File: config.mk
export PLATFORM = sky130hd
export DESIGN_NAME = qk_inst_sequencer
export DESIGN_NICKNAME = d
export VERILOG_FILES = /design/src/rtl/qk_inst_sequencer.sv
export SDC_FILE = /design/constraint.sdc
export NUM_CORES = 1
export LEC_CHECK = 0
export CORE_MARGIN = 2
export CORE_UTILIZATION = 23
export DETAILED_ROUTE_END_ITERATION = 10
export GPL_TIMING_DRIVEN = 0
export HOLD_SLACK_MARGIN = 0.12
export PLACE_DENSITY = 0.51
export SYNTH_ARGS = -nofsm -noshare
export SYNTH_HDL_FRONTEND = slang
export SYNTH_SLANG_ARGS = --single-unit
File: constraint.sdc
create_clock -name clk -period 5.6 [get_ports clk]
set_input_delay 0.84 -clock clk [delete_from_list [all_inputs] [get_ports clk]]
set_output_delay 0.84 -clock clk [all_outputs]
set_load 0.01 [all_outputs]
File: src/rtl/qk_inst_sequencer.sv
// Q*K instruction sequencer: KLOAD -> GAP_A -> EXEC -> GAP_B -> MOVE -> [READ] -> DONE.
// Define SEQ_READBACK_EN to include the READ phase and the rd_valid/rd_idx readback outputs.
module qk_inst_sequencer #(
    parameter int NQ      = 8,
    parameter int COL     = 8,
    parameter int GAP_CYC = 10
) (
    input  logic        clk,
    input  logic        reset,
    input  logic        start,
    input  logic        abort,
    output logic [16:0] inst,
    output logic        busy,
    output logic        done,
    output logic [2:0]  phase,
    output logic        rd_valid,
    output logic [3:0]  rd_idx
);

    typedef enum logic [2:0] {
        IDLE  = 3'd0,
        KLOAD = 3'd1,
        GAP_A = 3'd2,
        EXEC  = 3'd3,
        GAP_B = 3'd4,
        MOVE  = 3'd5,
        READ  = 3'd6,
        DONE  = 3'd7
    } state_t;

    localparam logic [7:0] KLOAD_LAST = 8'(COL + 1);
    localparam logic [7:0] COL_LAST   = 8'(COL);
    localparam logic [7:0] Q_LAST     = 8'(NQ - 1);
    localparam logic [7:0] GAP_LAST   = 8'(GAP_CYC - 1);
    localparam state_t AFTER_KLOAD = (GAP_CYC != 0) ? GAP_A : EXEC;
    localparam state_t AFTER_EXEC  = (GAP_CYC != 0) ? GAP_B : MOVE;
`ifdef SEQ_READBACK_EN
    localparam state_t AFTER_MOVE  = READ;
`else
    localparam state_t AFTER_MOVE  = DONE;
`endif

    state_t      state, state_n;
    logic [7:0]  cnt, cnt_n;
    logic [16:0] inst_n;

    // Instruction word for a given state/cycle index; unnamed fields stay 0.
    function automatic logic [16:0] decode(input state_t s, input logic [7:0] c);
        logic [16:0] v;
        logic [7:0]  km1;
        v   = '0;
        km1 = c - 8'd1;
        case (s)
            KLOAD: begin
                v[6] = 1'b1;
                if (c != 8'd0 && c <= COL_LAST) begin
                    v[3]     = 1'b1;
                    v[15:12] = km1[3:0];
                end
            end
            EXEC: begin
                v[7]     = 1'b1;
                v[5]     = 1'b1;
                v[15:12] = c[3:0];
            end
            MOVE: begin
                v[16]   = 1'b1;
                v[0]    = 1'b1;
                v[11:8] = c[3:0];
            end
            READ: begin
                v[1]    = 1'b1;
                v[11:8] = c[3:0];
            end
            default: v = '0;
        endcase
        return v;
    endfunction

    always_comb begin
        state_n = state;
        cnt_n   = cnt + 8'd1;
        case (state)
            IDLE: begin
                cnt_n = 8'd0;
                if (start) state_n = KLOAD;
            end
            KLOAD: if (cnt == KLOAD_LAST) begin state_n = AFTER_KLOAD; cnt_n = 8'd0; end
            GAP_A: if (cnt == GAP_LAST)   begin state_n = EXEC;        cnt_n = 8'd0; end
            EXEC:  if (cnt == Q_LAST)     begin state_n = AFTER_EXEC;  cnt_n = 8'd0; end
            GAP_B: if (cnt == GAP_LAST)   begin state_n = MOVE;        cnt_n = 8'd0; end
            MOVE:  if (cnt == Q_LAST)     begin state_n = AFTER_MOVE;  cnt_n = 8'd0; end
            READ:  if (cnt == Q_LAST)     begin state_n = DONE;        cnt_n = 8'd0; end
            DONE: begin
                state_n = IDLE;
                cnt_n   = 8'd0;
            end
            default: begin
                state_n = IDLE;
                cnt_n   = 8'd0;
            end
        endcase
        if (abort && state != IDLE) begin
            state_n = IDLE;
            cnt_n   = 8'd0;
        end
        // inst is decoded from the next state so it lines up with phase.
        inst_n = decode(state_n, cnt_n);
    end

    always_ff @(posedge clk) begin
        if (reset) begin
            state <= IDLE;
            cnt   <= 8'd0;
            inst  <= '0;
        end else begin
            state <= state_n;
            cnt   <= cnt_n;
            inst  <= inst_n;
        end
    end

    assign busy  = (state != IDLE);
    assign done  = (state == DONE);
    assign phase = state;

    // rd_valid is a one-cycle qualifier (no back-pressure): data on the
    // readback bus belongs to the pmem_rd issued in the previous cycle.
`ifdef SEQ_READBACK_EN
    always_ff @(posedge clk) begin
        if (reset) begin
            rd_valid <= 1'b0;
            rd_idx   <= 4'd0;
        end else begin
            rd_valid <= (state == READ);
            if (state == READ) rd_idx <= cnt[3:0];
        end
    end
`else
    assign rd_valid = 1'b0;
    assign rd_idx   = 4'd0;
`endif

endmodule
==> flow_summary.json, run 1 <==
{
  "yosysSeqAreaShare_pct": 33.0,
  "syn2layout_area_growth_pct": 28.8,
  "fin_setup_tns_ps": 0,
  "holdBufCountCts": 0,
  "yosysWarnings": 0,
  "synth_ff_type": "dfxtp_1",
  "wl_per_cell_um": 12.3,
  "synth.distinct_cells": 57,
  "instances_no_fill": 276,
  "hold_violations": 0,
  "synth_cells": 166,
  "holdWs_ps": 642,
  "drc": 0,
  "root_buffer": "clkbuf_8",
  "grt_usage_pct": 10.3,
  "drive_above_1_share_pct": 16.6,
  "outcome": "finished clean",
  "dpl.cell_count": 272,
  "rows": 29,
  "drtIter0Drc": 64,
  "finalCriticalPeriod_ps": 3280,
  "hpwl_um": 2590,
  "comb_power_share_pct": 9.7,
  "use_met1_pct": 14.4,
  "grt_max_degree": 15,
  "start_util_pct": 23.4,
  "max-slew-margin-rel_pct": 60.1,
  "fillers": 669,
  "grt_pass1_wl_um": 5990,
  "port_buffers": 23,
  "fmax_ghz": 0.305,
  "power.density_nw_per_um2": 193,
  "netlist_area_um2": 1460,
  "cts_tree": "done",
  "via_count": 1292,
  "io_pins": 31,
  "sequentialPowerShare_pct": 48.0,
  "crit_path_max_fanout": 6,
  "insertion_delay_ps": 270,
  "ir_worst_vdd_mv": 0.132,
  "setup_ws_ps": 2320,
  "core_area_um2": 6240,
  "synth-edff-count": 0,
  "grt_pass1_vias": 1246,
  "grt_overflow": 0,
  "arrival_ps": 3430,
  "hold_class": "reg2reg",
  "antenna_found_initial": 0,
  "p_leak_nw": 0.701,
  "path_class": "in2reg",
  "die_y_um": 83.6,
  "ant_nets": 0,
  "h-tree-depth": 1,
  "synthArstFlopShare_pct": 0,
  "clk_pin_slew_ps": 90,
  "fin_total_pwr_mw": 0.363,
  "die_x_um": 83.6,
  "cp_data_required_time_ps": 5750,
  "cap_violations": 0,
  "fin_nets": 208,
  "busiest_layer": "met2",
  "cts_resized": 0,
  "critical_path.startpoint_type": "primary input",
  "dr.pass1.iters": 4,
  "grtUsageMet2_pct": 16.0,
  "p_sw_share_pct": 21.5,
  "fin_crit_sh_pct": 58.5,
  "synth.avg_cell_area_um2": 8.78,
  "yosys_register_bits": 24,
  "antenna_cells": 0,
  "cts.sinks": 24,
  "gp_congestion": 0.857,
  "numCtsBuffers": 3,
  "finalMaxSlewViolations": 0,
  "die_area_um2": 6990,
  "pre_cts_ws_ps": 2060,
  "worst_pin_slew_ps": 594,
  "met3_usage_pct": 2.57,
  "finalClockSkew_ps": 2.71,
  "rsz0062_at_grt": "false",
  "clkPwrFrac_pct": 42.3,
  "cp-end-kind": "flop",
  "p_int_mw": 0.285,
  "routed_wl_um": 3390,
  "p_sw_mw": 0.0782,
  "setup_viol": 0,
  "clk_path_buf_depth": 2,
  "cts_setup_buffers": 0,
  "viasPerCell": 4.68
}
-- final cells by class --
class	instances	area (um^2)	share of cell area (%)
plain buffers	18	118	6.26
clock buffers	3	41.3	2.20
clock inverters	1	30.0	1.60
inverters	6	22.5	1.20
multi-input cells	124	860	45.8
flip-flops and latches	24	480	25.6
well taps	77	96.3	5.13
repair buffers	23	230	12.3
-- synthesized netlist by cell type, types with 3 or more instances --
master,n,area [um^2]
buf_4,10,75.1
xnor2_1,5,43.8
nand4_1,4,25.0
or3_1,5,31.3
inv_1,6,22.5
nand2_1,10,37.5
nor3_1,8,40.0
ha_1,4,50.1
nor2_1,18,67.6
o21ai_1,3,15.0
dfxtp_1,24,480
and3_1,5,31.3
a21oi_1,3,15.0
nand3_1,4,20.0
buf_2,3,15.0
clkbuf_1,3,11.3
-- logic make-up after synthesis --
group                    Yosys count  share of synthesized area [%]
flip-flops                        24                           33.0
XOR/XNOR                           6                           3.61
other                              1                          0.257
AND/OR/NAND/NOR                   75                           31.5
adder cells (fa/ha/maj)            4                           3.43
buffers and inverters             24                           9.61
multiplexers                       1                          0.772
AO/OA/AOI/OAI                     31                           17.9
-- power by group through the flow --
stage / clock (mW) / combinational (mW) / sequential, mW
5_1_grt: 0.165 / 0.0392 / 0.175
3_5_place_dp: 0 / 0.0351 / 0.178
4_1_cts: 0.161 / 0.0352 / 0.174
3_3_place_gp: 0 / 0.0351 / 0.178
2_1_floorplan: 0 / 0.0224 / 0.179
6_report: 0.154 / 0.0351 / 0.174
-- state kept, by name (all words and copies together), names as in the netlist --
signal,count
phase,3
cnt,8
inst,13
-- placed cells by master (no fill, tap or decap), drive strengths merged, types with 2 or more instances in the layout --
| master | n |
|---|---|
| a211oi | 2 |
| a21oi | 4 |
| a311oi | 2 |
| a31o | 3 |
| and3 | 5 |
| and3b | 2 |
| buf | 14 |
| clkbuf | 7 |
| clkdlybuf4s50 | 23 |
| conb | 7 |
| dfxtp | 24 |
| ha | 4 |
| inv | 6 |
| nand2 | 10 |
| nand3 | 5 |
| nand3b | 2 |
| nand4 | 4 |
| nor2 | 18 |
| nor2b | 2 |
| nor3 | 9 |
| nor3b | 2 |
| nor4 | 2 |
| nor4bb | 2 |
| o21a | 2 |
| o21ai | 5 |
| o32ai | 2 |
| or3 | 5 |
| xnor2 | 5 |
-- layer usage --
layer / vias to the layer above / part of all wire, %
met1: 595 / 50
met4: 0 / 1.9
met5: - / 0
met3: 8 / 4.5
li1: 657 / -
met2: 32 / 44
-- metrics by stage --
stage / instance area [um^2] / util (%)
final: 1880 / 30.1
after global routing: 1880 / 30.1
after CTS: 1880 / 30.1
after detailed placement: 1810 / 28.9
after global placement: 1810 / 28.9
after floorplan: 1480 / -
-- final timing paths --
check | startpoint | endpoint | slack, ps | cells after the start
worst max-delay path | abort | inst[13] | 2320 | 10
worst min-delay path | cnt[7] | cnt[7] | 640 | 2
worst min register to register | cnt[7] | cnt[7] | 640 | 2
worst max register to register | cnt[1] | inst[13] | 2600 | 12
-- worst max-delay path, stage by stage --
cell,delay (ps)
clkdlybuf4s50_1,550
a311oi_4,430
o21ai_2,130
or3_1,320
clkbuf_2,160
ha_1,270
nand3b_1,100
nor3b_1,60
a211oi_1,430
o32ai_1,130
(Power assumes the default switching activity.)
==> run 2: changes to the inputs <==
==> constraint.sdc (replaced) <==
create_clock -name clk -period 3.4 [get_ports clk]
set_input_delay 0.51 -clock clk [delete_from_list [all_inputs] [get_ports clk]]
set_output_delay 0.51 -clock clk [all_outputs]
set_load 0.01 [all_outputs]
==> results of run 2 <==
The final DEF is identical to that of run 1. Status: finished clean.
Among the figures that moved: setup slack after placement 2060 ps -> 189 ps; setup slack after layout 2320 ps -> 396 ps; start point of the critical path abort -> cnt[1]; register-to-register setup slack 2600 ps -> 400 ps; total power 0.363 mW -> 0.598 mW; worst IR drop on VDD 0.132 mV -> 0.217 mV
==> run 3: changes to the inputs <==
--- a/config.mk
+++ b/config.mk
@@ -11,6 +11,7 @@
 export GPL_TIMING_DRIVEN = 0
 export HOLD_SLACK_MARGIN = 0.12
 export PLACE_DENSITY = 0.51
+export SLEW_MARGIN = 20
 export SYNTH_ARGS = -nofsm -noshare
 export SYNTH_HDL_FRONTEND = slang
 export SYNTH_SLANG_ARGS = --single-unit
==> results of run 3 <==
The final DEF is identical to that of run 1. Status: finished clean.
Among the figures that moved: setup slack after placement 2060 ps -> 189 ps; setup slack after layout 2320 ps -> 396 ps; start point of the critical path abort -> cnt[1]; register-to-register setup slack 2600 ps -> 400 ps; total power 0.363 mW -> 0.598 mW; worst IR drop on VDD 0.132 mV -> 0.217 mV
